File: src/rtl/code_decoder_pkg.sv
// Shared widths, defaults and the one-hot decode helper for the code decoder.
package code_decoder_pkg;

  localparam int CODE_W        = 3;
  localparam int ONEHOT_W      = 8;
  localparam int DEFAULT_DEPTH = 4;
  localparam int CNT_W         = 8;

  // Binary index to one-hot word; exactly one bit set for any code.
  function automatic logic [ONEHOT_W-1:0] decode(input logic [CODE_W-1:0] code);
    decode = ONEHOT_W'(1) << code;
  endfunction

endpackage

File: src/rtl/sync_fifo.sv
// Circular buffer with occupancy count. Push is ignored when full and pop is
// ignored when empty, so callers may drive wr_en/rd_en unconditionally.
module sync_fifo #(
  parameter int DEPTH = 4,
  parameter int W     = 3,
  localparam int AW   = $clog2(DEPTH)
) (
  input  logic          clk,
  input  logic          rst_n,
  input  logic          wr_en,
  input  logic [W-1:0]  wr_data,
  input  logic          rd_en,
  output logic [W-1:0]  rd_data,
  output logic [AW:0]   level,
  output logic          full,
  output logic          empty
);

  localparam logic [AW:0] FULL_LVL = (AW+1)'(DEPTH);

  logic [W-1:0]  mem [DEPTH];
  logic [AW-1:0] wptr, rptr;
  logic          push, pop;

  // Full/empty come from the registered level only, keeping in_ready free of
  // any path from the downstream ready.
  assign full    = (level == FULL_LVL);
  assign empty   = (level == '0);
  assign push    = wr_en && !full;
  assign pop     = rd_en && !empty;
  assign rd_data = mem[rptr];

  // Storage needs no reset; stale entries are never visible past level.
  always_ff @(posedge clk) begin
    if (push) mem[wptr] <= wr_data;
  end

  // Pointers wrap naturally since DEPTH is a power of two.
  always_ff @(posedge clk or negedge rst_n) begin
    if (!rst_n) begin
      wptr  <= '0;
      rptr  <= '0;
      level <= '0;
    end else begin
      if (push) wptr <= wptr + 1'b1;
      if (pop)  rptr <= rptr + 1'b1;
      case ({push, pop})
        2'b10:   level <= level + 1'b1;
        2'b01:   level <= level - 1'b1;
        default: level <= level;
      endcase
    end
  end

endmodule

File: src/rtl/code_decoder.sv
// Buffered 3-to-8 decoder: codes queue in a small FIFO, the head entry is
// presented one-hot, and consumed words are counted modulo 256.
module code_decoder
  import code_decoder_pkg::*;
#(
  parameter int DEPTH = DEFAULT_DEPTH,
  localparam int LW   = $clog2(DEPTH) + 1
) (
  input  logic                clk,
  input  logic                rst_n,
  input  logic                in_valid,
  input  logic [CODE_W-1:0]   in_code,
  output logic                in_ready,
  output logic                out_valid,
  output logic [ONEHOT_W-1:0] out_onehot,
  input  logic                out_ready,
  output logic [LW-1:0]       level,
  output logic [CNT_W-1:0]    word_cnt
);

  logic [CODE_W-1:0] head;
  logic              full, empty;

  sync_fifo #(.DEPTH(DEPTH), .W(CODE_W)) u_fifo (
    .clk     (clk),
    .rst_n   (rst_n),
    .wr_en   (in_valid),
    .wr_data (in_code),
    .rd_en   (out_ready),
    .rd_data (head),
    .level   (level),
    .full    (full),
    .empty   (empty)
  );

  assign in_ready   = !full;
  assign out_valid  = !empty;
  assign out_onehot = out_valid ? decode(head) : '0;

  // Count consumes only; out_ready on an empty buffer leaves the count alone.
  always_ff @(posedge clk or negedge rst_n) begin
    if (!rst_n)                      word_cnt <= '0;
    else if (out_valid && out_ready) word_cnt <= word_cnt + 1'b1;
  end

endmodule

File: config.mk
export PLATFORM = sky130hd
export DESIGN_NAME = code_decoder
export DESIGN_NICKNAME = d
export VERILOG_FILES = /design/src/rtl/code_decoder_pkg.sv /design/src/rtl/sync_fifo.sv /design/src/rtl/code_decoder.sv
export SDC_FILE = /design/constraint.sdc
export NUM_CORES = 1
export LEC_CHECK = 0
export BUFFER_PORTS_ARGS = -buffer_cell sky130_fd_sc_hd__buf_4
export CORE_MARGIN = 5
export CORE_UTILIZATION = 55
export CTS_CLUSTER_DIAMETER = 50
export CTS_CLUSTER_SIZE = 40
export DETAILED_ROUTE_END_ITERATION = 10
export PLACE_DENSITY = 0.87
export SLEW_MARGIN = 20
export SYNTH_ARGS = -nofsm -noshare
export SYNTH_HDL_FRONTEND = slang
export SYNTH_SLANG_ARGS = --single-unit
File: constraint.sdc
create_clock -name clk -period 4.6 [get_ports clk]
set_input_delay 0.92 -clock clk [delete_from_list [all_inputs] [get_ports clk]]
set_output_delay 0.92 -clock clk [all_outputs]
set_load 0.02 [all_outputs]
* Yosys cells after proc, flatten, opt, wreduce, memory -nomap -nowiden
Memory sizes are Yosys's and may differ from the RTL's.
Index checks and enable logic that the tools add are counted.
** Storage, ports and cells
- Register bits after elaboration :: 15
- Bits in writable memories :: 12
- Input port bits :: 7
- Output and inout port bits :: 21
- Word-level logic and storage cells :: 24
- Memories kept :: 1
** Memory list
- u_fifo.mem :: depth 4, width 3, rd ports 1, clocked after Yosys merged registers in 0, wr ports 1, RTL line sync_fifo.sv:21 : logic [W-1:0] mem [DEPTH];
** Cells by class
- Add/subtract/negate cells :: 5
- Equality and inequality tests :: 3
- Shift operators :: 1
- Muxes and demuxes :: 4
- Reduce and logical (&&, ||, !) cells :: 6
** Operators by type and width (number)
- adder 8 x 1 -> 8 bit (second input constant) :: 1
- 2-to-1 mux 8 bit :: 1
- << shifter 1 x 3 -> 8 bit (first input constant) :: 1
- case mux 3 bit (2 select lines) :: 1
- adder 2 x 1 -> 2 bit (second input constant) :: 2
- adder 3 x 1 -> 3 bit (second input constant) :: 1
- == test 3 bit (second input constant) :: 1
- logical NOT 3 bit :: 1
- subtractor 3 x 1 -> 3 bit (second input constant) :: 1
- == test 2 x 1 -> 1 bit (second input constant) :: 1
- == test 2 bit (second input constant) :: 1
- logical AND 1 bit :: 2
- logical NOT 1 bit :: 2
- 2-to-1 mux 1 bit :: 2
- nonzero test 2 bit :: 1

* Logic depth before layout (Yosys ltp)
Gate-level depths: netlist of run 1.
- Word-level depth :: 5
- Gate-level depth with buffers :: 8
- Depth with buffers taken out :: 8

* Hierarchy
A second synthesis of run 1 with hierarchy kept.
** Unflattened totals
- Cell total of the unflattened synthesis :: 95
- Area total of the unflattened synthesis :: 1310.0 um^2
** Modules (own cells, without submodules)
- sync_fifo :: times used 1, cells an instance 53, area an instance 874.6 um^2, sequential area each 535.5 um^2
- code_decoder :: times used 1, cells an instance 42, area an instance 435.4 um^2, sequential area each 200.2 um^2

* Worst setup path after synthesis of run 1
No wires, ideal clock.
- Path kind :: register to output
- Start :: register u_fifo.rptr[0]
- End :: output port out_onehot[0]
- Arrival :: 1547 ps
- Path slack :: 2133 ps
- Cell stages (with the launch flop) :: 5
- Cells stage by stage :: dfrtp_1 buf_2 mux4_2 or2_1 nor2_1
** On the way
- Cells in the longest elaborated chain, start to end :: 3
** RTL lines
- from (decl) :: RTL line sync_fifo.sv:22 : logic [AW-1:0] wptr, rptr;
- from (signal assigned) :: RTL line sync_fifo.sv:46 : if (pop) rptr <= rptr + 1'b1;
- memory (4 x 3 bit)
- << shifter 1 x 3 -> 8 bit :: RTL line code_decoder_pkg.sv:11 : decode = ONEHOT_W'(1) << code;
- 2-to-1 mux 8 bit :: RTL line code_decoder.sv:38 : assign out_onehot = out_valid ? decode(head) : '0;
- to (decl) :: RTL line code_decoder.sv:15 : output logic [ONEHOT_W-1:0] out_onehot,
Every way passes these cells.

* Worst setup path in the final report of run 1
- Start :: register u_fifo.rptr[0]
- End :: output port out_onehot[1]
The elaborated chain is that of the path after synthesis.

==> impl_metrics.json, run 1 <==
{
  "post_cts_resized": 0,
  "grt_max_degree": 16,
  "run_status": "complete, no violations",
  "synth_warnings": 0,
  "hold_violations": 0,
  "wl_per_cell_um": 16.6,
  "power_density_nw_per_um2": 713,
  "synth_area_um2": 1270,
  "dieWidth_um": 58.1,
  "io_buffers": 27,
  "core-area_um2": 2210,
  "worstPathArrival_ns": 1.98,
  "critPathLaunchType": "flip-flop",
  "fill_cells": 164,
  "hp-class": "input pin to async pin",
  "worst_path_largest_cell_delay_ns": 0.56,
  "crit_required_ns": 3.68,
  "detail-route-antenna-nets": 0,
  "num_vias": 834,
  "finalSetupViolations": 0,
  "use_met2_pct": 29.5,
  "final_cell_mix": "buf_4, dfrtp_1, edfxtp_1",
  "grt_first_pass_wirelength_um": 4180,
  "synth_ff_type": "dfrtp_1",
  "grt_pass1_vias": 894,
  "design_area_um2": 1530,
  "ctsHoldBuffers": 0,
  "fin_skew_ns": 0.0113,
  "die-area_um2": 3380,
  "first_pass_iters": 4,
  "crit_path_end_kind": "primary output",
  "max-cap-violations": 0,
  "regArea_um2": 736,
  "path_cells": "mux4_2, or2_1, nor2_1, buf_4",
  "syn_nets": 109,
  "via_per_inst": 5.45,
  "ys_seq_elements": 27,
  "use_met1_pct": 19.9,
  "insertion_delay_ns": 0.33,
  "fin_crit_sh_pct": 63.1,
  "period_minus_slack_ns": 2.90,
  "htreeDepth": 1,
  "leakage_nw": 0.681,
  "grt.overflow.total": 0,
  "tightest_slew_ns": 0.582,
  "place_area_um2": 1510,
  "netlist_instances": 95,
  "use_met3_pct": 2.45,
  "clkSinkCount": 27,
  "ir_drop_mv": 0.526,
  "max-clock-path-buffers": 2,
  "cts_tree": "built",
  "track_usage_pct": 16.9,
  "multi_input_area_um2": 512,
  "fin_tns_setup_ns": 0,
  "grt_busiest_layer": "met2",
  "routed_wl_um": 2540,
  "yosysSeqAreaShare_pct": 57.7,
  "final_layout_size_suffix_gt1_share_pct": 33.6,
  "ff2ff_path_depth": 7,
  "drt_iter0_drc": 10,
  "synth-async-reset-ratio_pct": 55.6,
  "netlist.area_leader.share_pct": 29.4,
  "diodes": 0,
  "io_pins": 28,
  "path_clk_slew_ns": 0.14,
  "rows": 17,
  "pre_cts_slack_ns": 2.05,
  "die_h_um": 58.1,
  "nNetsFinal": 140,
  "antenna_found_initial": 0,
  "stdcell_count": 153,
  "synth_area_per_cell_um2": 13.4,
  "synth-edff-count": 12,
  "netlist.top_cell.by_area": "dfrtp_1",
  "ys_top_cells_by_area": "dfrtp_1, edfxtp_1, xnor2_1",
  "max_slew_margin_pct": 60.7,
  "dp_hpwl_um": 1980,
  "path_class": "flip-flop to primary output",
  "rsz0062_at_grt": "no",
  "critical_path.slowest_cell": "mux4_2",
  "synth.distinct_cells": 24,
  "routabilityCongestion": 0.794,
  "final_common_cell": "buf_4",
  "report.final.slew_viol_count": 0,
  "initial_core_util_pct": 57.6,
  "drc": 0,
  "cts_buffers": 3,
  "layout_setup_ws_ns": 1.70,
  "cts_setup_buffers": 0,
  "clockRootBuffer": "clkbuf_4",
  "dp_cells": 149,
  "timing.fmax_mhz": 344,
  "areaGrowthSynthToFinish_pct": 20.3,
  "worstPathMaxFanout": 5
}
-- layout make-up --
| cell class | instances | area share [%] |
|---|---|---|
| Timing Repair Buffer | 27 | 13.2 |
| Clock buffer | 4 | 1.71 |
| Sequential cell | 27 | 48.0 |
| Tap cell | 28 | 2.28 |
| Multi-Input combinational cell | 61 | 33.4 |
| Inverter | 6 | 1.47 |
-- cells in the mapped netlist (all sizes together), types with 3 or more instances --
cell type and number:
nor2 10, and3 4, xnor2 10, dfrtp 15, nand2 7, inv 6, ha 6, xor2 3
edfxtp 12, mux4 3, nand4 3
-- logic make-up after synthesis --
| family | share of synthesized area [%] |
|---|---|
| xor gates and xnor gates | 8.93 |
| DFF | 57.7 |
| buffers and inverters | 2.16 |
| AOI/OAI and AO/OA | 2.36 |
| and+or+nand+nor | 14.0 |
| muxes | 7.36 |
| adders and majority gates | 7.46 |
-- sequential cells by signal, indices dropped and copies added (netlist names) --
name and flops:
u_fifo.mem 12, word_cnt 8, u_fifo.level 3, u_fifo.rptr 2, u_fifo.wptr 2
-- per-stage QoR --
stage / power [mW] / util (%) / hold slack (ns)
4_1_cts: 1.10 / 69.3 / 0.407
3_3_place_gp: 0.962 / 68.2 / 0.462
5_1_grt: 1.17 / 69.3 / 0.409
6_report: 1.09 / 69.3 / 0.412
2_1_floorplan: 0.785 / - / 0.506
3_5_place_dp: 0.999 / 68.2 / 0.466
-- worst paths after layout --
path                                              from                          end  slack [ns]
max                         u_fifo.rptr[0]$_DFFE_PN0P_                out_onehot[1]        1.70
max reg2reg                u_fifo.level[1]$_DFFE_PN0P_  u_fifo.level[2]$_DFFE_PN0P_        2.34
min reg2reg                    word_cnt[7]$_DFFE_PN0P_      word_cnt[7]$_DFFE_PN0P_        0.49
min                                              rst_n      word_cnt[5]$_DFFE_PN0P_        0.41
min in group clk               word_cnt[7]$_DFFE_PN0P_      word_cnt[7]$_DFFE_PN0P_        0.49
max in group asynchronous                        rst_n   u_fifo.wptr[1]$_DFFE_PN0P_        4.01
-- routing by layer --
| layer | up-vias | wire length [um] |
|---|---|---|
| li1 | 389 | - |
| met1 | 409 | 955 |
| met2 | 30 | 1350 |
| met3 | 6 | 173 |
| met4 | 0 | 62 |
| met5 | - | 0 |
-- power by group --
group	leakage [nW]	total [mW]	internal, mW	switching (mW)
Clock	0.0150	0.102	0.0340	0.0675
Combinational	0.378	0.549	0.259	0.291
Sequential	0.288	0.442	0.335	0.108
Total	0.681	1.09	0.627	0.466
-- worst max-delay path: cells and delay by family (launching register included) --
family | cells | cell delay, ns
buf+inv | 1 | 0.16
flops | 1 | 0.54
mux | 1 | 0.56
simple gates | 2 | 0.40
No activity file was read; power rests on OpenSTA's default activity.
==> run 2: changes to the inputs <==
--- a/config.mk
+++ b/config.mk
@@ -7,11 +7,11 @@
 export LEC_CHECK = 0
 export BUFFER_PORTS_ARGS = -buffer_cell sky130_fd_sc_hd__buf_4
 export CORE_MARGIN = 5
-export CORE_UTILIZATION = 55
+export CORE_UTILIZATION = 47
 export CTS_CLUSTER_DIAMETER = 50
 export CTS_CLUSTER_SIZE = 40
 export DETAILED_ROUTE_END_ITERATION = 10
-export PLACE_DENSITY = 0.87
+export PLACE_DENSITY = 0.79
 export SLEW_MARGIN = 20
 export SYNTH_ARGS = -nofsm -noshare
 export SYNTH_HDL_FRONTEND = slang
==> constraint.sdc (replaced) <==
create_clock -name clk -period 2.44 [get_ports clk]
set_input_delay 0.488 -clock clk [delete_from_list [all_inputs] [get_ports clk]]
set_output_delay 0.488 -clock clk [all_outputs]
set_load 0.02 [all_outputs]
==> impl_metrics.json, run 2 (synthesized netlist as in run 1, its figures left out) <==
{
  "clkSinkCount": 27,
  "htreeDepth": 1,
  "design_area_um2": 1560,
  "hold_violations": 0,
  "clockRootBuffer": "clkbuf_4",
  "track_usage_pct": 14.5,
  "max-clock-path-buffers": 2,
  "via_per_inst": 5.03,
  "wl_per_cell_um": 14.5,
  "path_clk_slew_ns": 0.14,
  "final_core_util_pct": 61.3,
  "fin_skew_ns": 0.00779,
  "grt_first_pass_wirelength_um": 4100,
  "p_switching_mw": 0.848,
  "die-area_um2": 3850,
  "die_h_um": 62.1,
  "detail-route-antenna-nets": 0,
  "final_common_cell": "buf_4",
  "worstPathMaxFanout": 4,
  "routabilityCongestion": 0.795,
  "final_cell_mix": "buf_4, dfrtp_1, edfxtp_1",
  "use_met3_pct": 2.07,
  "nNetsFinal": 142,
  "routed_wl_um": 2270,
  "rows": 18,
  "io_buffers": 27,
  "areaGrowthSynthToFinish_pct": 22.4,
  "critPathTopFamily": "multiplexers",
  "drt_iter0_drc": 15,
  "layout_setup_ws_ns": 0.107,
  "period_minus_slack_ns": 2.33,
  "hp-class": "input pin to flip-flop",
  "timing.fmax_mhz": 429,
  "use_met2_pct": 22.0,
  "crit_path_end_kind": "primary output",
  "worstPathArrival_ns": 1.85,
  "cts_tree": "built",
  "io_pins": 28,
  "switching_share_pct": 41.3,
  "grt_max_degree": 16,
  "final_layout_size_suffix_gt1_share_pct": 36.2,
  "fin_tns_setup_ns": 0,
  "tightest_slew_ns": 0.602,
  "critical_path.slowest_cell": "mux4_2",
  "crit_required_ns": 1.95,
  "dp_cells": 151,
  "cts_buffers": 3,
  "finalPower_mw": 2.06,
  "path_class": "flip-flop to primary output",
  "grt_busiest_layer": "met2",
  "max-cap-violations": 0,
  "drc": 0,
  "internal_power_mw": 1.21,
  "power_density_nw_per_um2": 1320,
  "dieWidth_um": 62.1,
  "report.final.slew_viol_count": 0,
  "stdcell_count": 157,
  "finalSetupViolations": 0,
  "path_cells": "mux4_2, or2_1, nor2_1, buf_4",
  "grt_pass1_vias": 863,
  "first_pass_iters": 4,
  "largest_register": "u_fifo.mem",
  "initial_core_util_pct": 50.1,
  "cp_num_buf_inv": 1,
  "combPwrFrac_pct": 51.2,
  "p_seq_share_pct": 39.6,
  "use_met1_pct": 21.1,
  "place_area_um2": 1510,
  "leakage_nw": 0.691,
  "critPathLaunchType": "flip-flop",
  "max_slew_margin_pct": 59.4,
  "rsz0062_at_grt": "yes",
  "clock_power_share_pct": 9.2,
  "grt.overflow.total": 0,
  "worst_hold_slack_ns": 0.364,
  "core-area_um2": 2540,
  "worst_path_largest_cell_delay_ns": 0.56,
  "run_status": "complete, no violations",
  "dp_hpwl_um": 1790,
  "insertion_delay_ns": 0.32,
  "antenna_found_initial": 0,
  "ir_drop_mv": 0.853,
  "largest_reg_flops": 12,
  "reg_top3": "u_fifo.mem x12, word_cnt x8, u_fifo.level x3",
  "fin_crit_sh_pct": 95.6,
  "pre_cts_slack_ns": 0.210,
  "diodes": 0,
  "num_vias": 790
}
run 2: cell count changes in the layout (fill, tap and decap cells not counted), sizes merged:
cell and delta:
buf +1, dlygate4sd3 +1
run 2: power groups by stage:
| stage | clock (mW) | sequential, mW | combinational (mW) |
|---|---|---|---|
| 4_1_cts | 0.193 | 0.822 | 1.03 |
| 3_3_place_gp | 0 | 0.819 | 0.998 |
| 5_1_grt | 0.212 | 0.853 | 1.16 |
| 6_report | 0.190 | 0.813 | 1.05 |
| 2_1_floorplan | 0 | 0.869 | 0.610 |
| 3_5_place_dp | 0 | 0.831 | 1.02 |
run 2: final timing paths:
check	start	end	slack, ns	cells past startpoint
max in group asynchronous	rst_n	u_fifo.rptr[0]$_DFFE_PN0P_	1.72	2
min in group asynchronous	rst_n	u_fifo.level[0]$_DFFE_PN0P_	0.53	2
min	in_code[2]	u_fifo.mem[2][2]$_DFFE_PP_	0.36	1
min reg2reg	word_cnt[7]$_DFFE_PN0P_	word_cnt[7]$_DFFE_PN0P_	0.50	1
max reg2reg	u_fifo.level[1]$_DFFE_PN0P_	u_fifo.level[2]$_DFFE_PN0P_	0.19	7
max	u_fifo.rptr[0]$_DFFE_PN0P_	out_onehot[0]	0.11	4
run 2: final cells by class:
class	count	area, um2
timing repair buffer	29	220
clock buffer	4	26.3
sequential	27	737
tap	30	37.5
inverter	6	22.5
fill	213	985
multi-input combinational	61	517
run 2: metal layers:
layer | share of wire, % | vias up
li1 | - | 392
met4 | 0.79 | 0
met1 | 46 | 377
met3 | 5.1 | 2
met5 | 0 | -
met2 | 48 | 19
run 2: timing repair:
action / in CTS / in global routing
endpoints found under the setup margin: 2 / 3
hold buffers: 1 / 0
gates cloned: 0 / 0
hold endpoints to repair: 13 / 0
setup buffers: 0 / 1
resized for setup: 1 / 2
pin swaps: 0 / 2
